### src/rtl/posit_field_unpack.sv
// Two-stage unpack of decoded posit fields into a signed binary scale and a
// hidden-bit-prefixed mantissa, with valid/ready flow control on both sides.
module posit_field_unpack #(
    parameter int width = 32,
    parameter int es    = 2
) (
    input  logic                                      clk,
    input  logic                                      rst_n,
    input  logic                                      in_valid,
    output logic                                      in_ready,
    input  logic                                      in_sign,
    input  logic signed [width-2:0]                   in_regime,
    input  logic        [width-2:0]                   in_exponent,
    input  logic        [width-2:0]                   in_fraction,
    input  logic                                      in_zero,
    input  logic                                      in_nar,
    output logic                                      out_valid,
    input  logic                                      out_ready,
    output logic                                      out_sign,
    output logic signed [$clog2(width)+es:0]          out_scale,
    output logic        [width-1:0]                   out_mant,
    output logic                                      out_zero,
    output logic                                      out_nar
);

    localparam int SW = $clog2(width) + es + 1;

    logic                    s1_valid;
    logic                    s1_sign;
    logic signed [width-2:0] s1_regime;
    logic        [es-1:0]    s1_exponent;
    logic        [width-2:0] s1_fraction;
    logic                    s1_zero;
    logic                    s1_nar;

    logic                    s2_valid;
    logic                    s1_adv;
    logic                    s2_adv;

    logic signed [SW-1:0]    regime_ext;
    logic signed [SW-1:0]    regime_shifted;
    logic signed [SW-1:0]    exponent_ext;
    logic signed [SW-1:0]    scale_calc;
    logic                    special;

    // Only the low es bits of the exponent carry information.
    logic                    unused_exponent_bits;
    assign unused_exponent_bits = ^in_exponent[width-2:es];

    assign s2_adv    = !s2_valid || out_ready;
    assign s1_adv    = !s1_valid || s2_adv;
    assign in_ready  = s1_adv;
    assign out_valid = s2_valid;

    always_comb begin
        regime_ext     = SW'(s1_regime);
        regime_shifted = regime_ext <<< es;
        exponent_ext   = SW'(s1_exponent);
        scale_calc     = regime_shifted + exponent_ext;
        special        = s1_zero || s1_nar;
    end

    always_ff @(posedge clk) begin
        if (!rst_n) begin
            s1_valid    <= 1'b0;
            s1_sign     <= 1'b0;
            s1_regime   <= '0;
            s1_exponent <= '0;
            s1_fraction <= '0;
            s1_zero     <= 1'b0;
            s1_nar      <= 1'b0;
        end else if (s1_adv) begin
            s1_valid <= in_valid;
            if (in_valid) begin
                s1_sign     <= in_sign;
                s1_regime   <= in_regime;
                s1_exponent <= in_exponent[es-1:0];
                s1_fraction <= in_fraction;
                s1_zero     <= in_zero;
                s1_nar      <= in_nar;
            end
        end
    end

    // NaR dominates zero when both flags arrive together.
    always_ff @(posedge clk) begin
        if (!rst_n) begin
            s2_valid  <= 1'b0;
            out_sign  <= 1'b0;
            out_scale <= '0;
            out_mant  <= '0;
            out_zero  <= 1'b0;
            out_nar   <= 1'b0;
        end else if (s2_adv) begin
            s2_valid <= s1_valid;
            if (s1_valid) begin
                out_sign  <= special ? 1'b0 : s1_sign;
                out_scale <= special ? '0 : scale_calc;
                out_mant  <= special ? '0 : {1'b1, s1_fraction};
                out_zero  <= s1_zero && !s1_nar;
                out_nar   <= s1_nar;
            end
        end
    end

endmodule

### config.mk
export PLATFORM = sky130hd
export DESIGN_NAME = posit_field_unpack
export DESIGN_NICKNAME = d
export VERILOG_FILES = /design/src/rtl/posit_field_unpack.sv
export SDC_FILE = /design/constraint.sdc
export NUM_CORES = 1
export LEC_CHECK = 0
export CORE_MARGIN = 2
export CORE_UTILIZATION = 38
export CTS_CLUSTER_DIAMETER = 60
export DETAILED_ROUTE_END_ITERATION = 6
export PLACE_DENSITY = 0.82
export SYNTH_ARGS = -nofsm -noshare
export SYNTH_HDL_FRONTEND = slang
export SYNTH_SLANG_ARGS = --single-unit
export TNS_END_PERCENT = 50
### constraint.sdc
create_clock -name clk -period 1.65 [get_ports clk]
set_input_delay 0.2475 -clock clk [delete_from_list [all_inputs] [get_ports clk]]
set_output_delay 0.2475 -clock clk [all_outputs]
set_load 0.02 [all_outputs]
==> flow_results.xml <==
<?xml version="1.0" encoding="UTF-8"?>
<metrics>
  <group name="outcome">
    <metric name="status" unit="">completed</metric>
  </group>
  <group name="clock_tree">
    <metric name="htree_num_levels" unit="">3</metric>
    <metric name="clk_latency" unit="ns">0.33</metric>
    <metric name="maximum_clock_insertion_buffer_count" unit="">2</metric>
    <metric name="holdBufCountCts" unit="">0</metric>
    <metric name="clock-sinks" unit="">87</metric>
    <metric name="tritoncts.num_buffers" unit="">9</metric>
    <metric name="cts_tree" unit="">yes</metric>
    <metric name="worst_setup_hold_path_clk_slew" unit="ns">0.08</metric>
    <metric name="clk_root_buffer_cell" unit="">sky130_fd_sc_hd__clkbuf_8</metric>
  </group>
  <group name="sta">
    <metric name="timing_hold_violations_final" unit="">0</metric>
    <metric name="final-max-slew-violation-count" unit="">0</metric>
    <metric name="timing.final.setup_violations" unit="">0</metric>
    <metric name="timing.hold.ws" unit="ns">0.419</metric>
    <metric name="rsz0062_at_grt" unit="">false</metric>
    <metric name="worst_slack" unit="ns">0.0984</metric>
    <metric name="fin_crit" unit="ns">1.55</metric>
    <metric name="fin_skew" unit="ns">0.0111</metric>
    <metric name="slew-limit-headroom" unit="%">79.8</metric>
    <metric name="final_min_period_over_clock_period" unit="%">94.0</metric>
    <metric name="max_freq" unit="GHz">0.645</metric>
    <metric name="finalSetupTns" unit="ns">0</metric>
    <metric name="worstMarginPinSlew" unit="ns">0.304</metric>
  </group>
  <group name="critical_path">
    <metric name="worstPathRequired" unit="ns">1.40</metric>
    <metric name="reg2reg_setup_slack" unit="ns">0.12</metric>
    <metric name="worst-endpoint-arrival" unit="ns">1.30</metric>
    <metric name="crit_path_end_kind" unit="">output pin</metric>
    <metric name="reg2reg_to" unit="">out_mant[9]$_SDFFE_PN0P_</metric>
    <metric name="worst-setup-path-type" unit="">reg2out</metric>
    <metric name="crit_fanout" unit="">2</metric>
    <metric name="critPathLaunchType" unit="">flip-flop</metric>
    <metric name="critical-path-max-stage-delay" unit="ns">0.63</metric>
    <metric name="regToRegStartpoint" unit="">s1_valid$_SDFFE_PN0P_</metric>
    <metric name="worst_r2r_path_depth" unit="">4</metric>
    <metric name="worst_path_slowest_cell" unit="">sky130_fd_sc_hd__clkdlybuf4s50_1</metric>
    <metric name="path_delay_family" unit="">buffers and inverters</metric>
    <metric name="crit_chain" unit="">clkdlybuf4s50_1</metric>
    <metric name="critical_path.n_buffers_inverters" unit="">1</metric>
  </group>
  <group name="global_routing">
    <metric name="grt.total_usage" unit="%">16.1</metric>
    <metric name="initial_antenna_violation_count" unit="">0</metric>
    <metric name="grt_overflow_total" unit="">0</metric>
    <metric name="grt.met1_usage" unit="%">19.0</metric>
    <metric name="grt_most_used_layer" unit="">met2</metric>
    <metric name="grt_use_met2" unit="%">28.9</metric>
    <metric name="grt_pass1_wl" unit="um">12800</metric>
    <metric name="grt_max_degree" unit="">76</metric>
    <metric name="groute.layer.met3.usage" unit="%">3.96</metric>
    <metric name="vias_in_the_first_global_route" unit="">2766</metric>
  </group>
  <group name="floorplan">
    <metric name="fp.dieH" unit="um">97.6</metric>
    <metric name="placeableCoreArea" unit="um^2">8590</metric>
    <metric name="die_span_x" unit="um">97.6</metric>
    <metric name="die_area" unit="um^2">9520</metric>
    <metric name="core.rowCount" unit="">34</metric>
    <metric name="start_util" unit="%">38.7</metric>
    <metric name="ioPinCount" unit="">145</metric>
  </group>
  <group name="synth">
    <metric name="syn_inst" unit="">339</metric>
    <metric name="leading_post_synthesis_cells_by_cell_area" unit="">sky130_fd_sc_hd__dfxtp_1, sky130_fd_sc_hd__nand2_1, sky130_fd_sc_hd__mux2i_1, sky130_fd_sc_hd__o22ai_2, sky130_fd_sc_hd__o22ai_1</metric>
    <metric name="synth.ff_latch_count" unit="">87</metric>
    <metric name="synthArstFlopShare" unit="%">0</metric>
    <metric name="yosys_most_used_dff" unit="">sky130_fd_sc_hd__dfxtp_1</metric>
    <metric name="synth_area_leader_cell" unit="">sky130_fd_sc_hd__dfxtp_1</metric>
    <metric name="synthesis.area_per_instance" unit="um^2">9.81</metric>
    <metric name="fraction_of_synthesized_cell_area_taken_by_the_top_area_cell_type" unit="%">52.4</metric>
    <metric name="synth.net_count" unit="">439</metric>
    <metric name="netlist_area" unit="um^2">3330</metric>
    <metric name="yosys_warnings" unit="">0</metric>
    <metric name="ys_seq_area_share" unit="%">52.4</metric>
    <metric name="synth_cell_types" unit="">21</metric>
    <metric name="yosys.cell_count.top_type" unit="">sky130_fd_sc_hd__nand2_1</metric>
    <metric name="yosys-top-cells-count" unit="">sky130_fd_sc_hd__nand2_1, sky130_fd_sc_hd__dfxtp_1, sky130_fd_sc_hd__mux2i_1, sky130_fd_sc_hd__o22ai_2, sky130_fd_sc_hd__clkbuf_1</metric>
    <metric name="synth_edf_count" unit="">0</metric>
  </group>
  <group name="routing">
    <metric name="drtPass1Iterations" unit="">4</metric>
    <metric name="drtIter0Drc" unit="">100</metric>
    <metric name="postRouteWirelength" unit="um">7310</metric>
    <metric name="post_drt_wl_per_cell" unit="um">13.6</metric>
    <metric name="post-route-drc-count" unit="">0</metric>
    <metric name="dr_vias_cell" unit="">4.83</metric>
    <metric name="route.antenna.remaining_nets" unit="">0</metric>
    <metric name="dr_total_vias" unit="">2591</metric>
  </group>
  <group name="placement">
    <metric name="portBuffers" unit="">90</metric>
    <metric name="place.gp.congestion" unit="">0.726</metric>
    <metric name="pre_cts_ws" unit="ns">-0.0914</metric>
    <metric name="hpwlAfterDp" unit="um">4900</metric>
    <metric name="dpl-instance-area" unit="um^2">4390</metric>
  </group>
  <group name="pwr">
    <metric name="worst_vdd_drop" unit="mV">0.615</metric>
    <metric name="power_density_relative_to_cell_area" unit="nW/um^2">964</metric>
    <metric name="power.leakage" unit="nW">1.79</metric>
  </group>
  <group name="layout">
    <metric name="final_core_util" unit="%">53.7</metric>
    <metric name="antenna_diode_count" unit="">0</metric>
    <metric name="growth_of_design_area_from_synthesis_to_finish" unit="%">38.8</metric>
    <metric name="design_area" unit="um^2">4620</metric>
    <metric name="drive_above_1_share" unit="%">13.6</metric>
    <metric name="nets" unit="">524</metric>
  </group>
  <group name="min_path">
    <metric name="worst_hold_path.num_cells" unit="">4</metric>
    <metric name="hold_start" unit="">rst_n</metric>
    <metric name="min_delay_worst_endpoint" unit="">s1_fraction[18]$_SDFFE_PN0P_</metric>
    <metric name="hold_path.class" unit="">in2reg</metric>
  </group>
  <group name="flow_run">
    <metric name="drv.max_cap_violation_count" unit="">0</metric>
  </group>
</metrics>
==> power breakdown <==
part	switching, mW	internal [mW]
Combinational	0.270	0.276
Sequential	0.0341	2.19
Clock	0.682	0.998
Total	0.986	3.46
==> flip-flops by register name (all words and copies together) (netlist names), 2 cells and up <==
register     cells
s1_fraction     31
s1_regime        6
out_scale        8
s1_exponent      2
out_mant        32
==> placed cells by master (no fill, tap or decap), types with 2 or more instances in the layout <==
cell                              netlist  final
sky130_fd_sc_hd__a21oi_1                5      5
sky130_fd_sc_hd__buf_12                 2      8
sky130_fd_sc_hd__buf_4                  0      4
sky130_fd_sc_hd__bufinv_16              0      3
sky130_fd_sc_hd__clkbuf_1              12      2
sky130_fd_sc_hd__clkbuf_8               0      9
sky130_fd_sc_hd__clkdlybuf4s50_1        0     87
sky130_fd_sc_hd__dfxtp_1               87     87
sky130_fd_sc_hd__inv_1                  2      2
sky130_fd_sc_hd__mux2i_1               42     42
sky130_fd_sc_hd__nand2_1              125    124
sky130_fd_sc_hd__o21ai_0                3      3
sky130_fd_sc_hd__o22ai_1               11     11
sky130_fd_sc_hd__o22ai_2               29     29
==> what timing repair did <==
action / 4_1_cts / 5_1_grt
setup endpoints to repair: 1 / 1
buffers inserted: 0 / 0
resized for setup: 1 / 1
==> routing by layer <==
layer,vias up,wire length (um)
met5,-,0
met1,1233,3340
li1,1303,-
met3,2,262
met4,0,15
met2,53,3690
==> kinds of logic after synthesis <==
kind of cell	after synthesis	share of synthesized area, %
AO/OA/AOI/OAI	48	14.2
buffers and inverters	30	5.23
flip-flops	87	52.4
AND/OR/NAND/NOR	132	15.6
multiplexers	42	12.6
==> worst max path at each step <==
stage                             startpoint                          end  cells past startpoint
floorplan             out_valid$_SDFFE_PN0P_  s1_exponent[0]$_SDFFE_PN0P_                      4
global placement                   out_ready                     in_ready                      3
detailed placement                 out_ready                     in_ready                      3
CTS                   out_valid$_SDFFE_PN0P_                    out_valid                      1
global route           s1_valid$_SDFFE_PN0P_     out_mant[5]$_SDFFE_PN0P_                      4
finish              out_mant[6]$_SDFFE_PN0P_                  out_mant[6]                      1
==> cell type report <==
type | instances | area (um^2)
fill | 786 | 3980
sequential | 87 | 1740
multi-input combinational | 222 | 1420
timing repair buffer | 101 | 1080
tap | 108 | 135
clock buffer | 11 | 131
clock inverter | 4 | 95.1
inverter | 3 | 11.3
==> per-stage QoR <==
stage          cells  power [mW]
4_1_cts          536        4.51
6_report         536        4.45
3_5_place_dp     521        2.82
5_1_grt          536        4.64
3_3_place_gp     521        2.81
2_1_floorplan    339        2.58
Note: power is estimated with default switching activity, not from simulation.
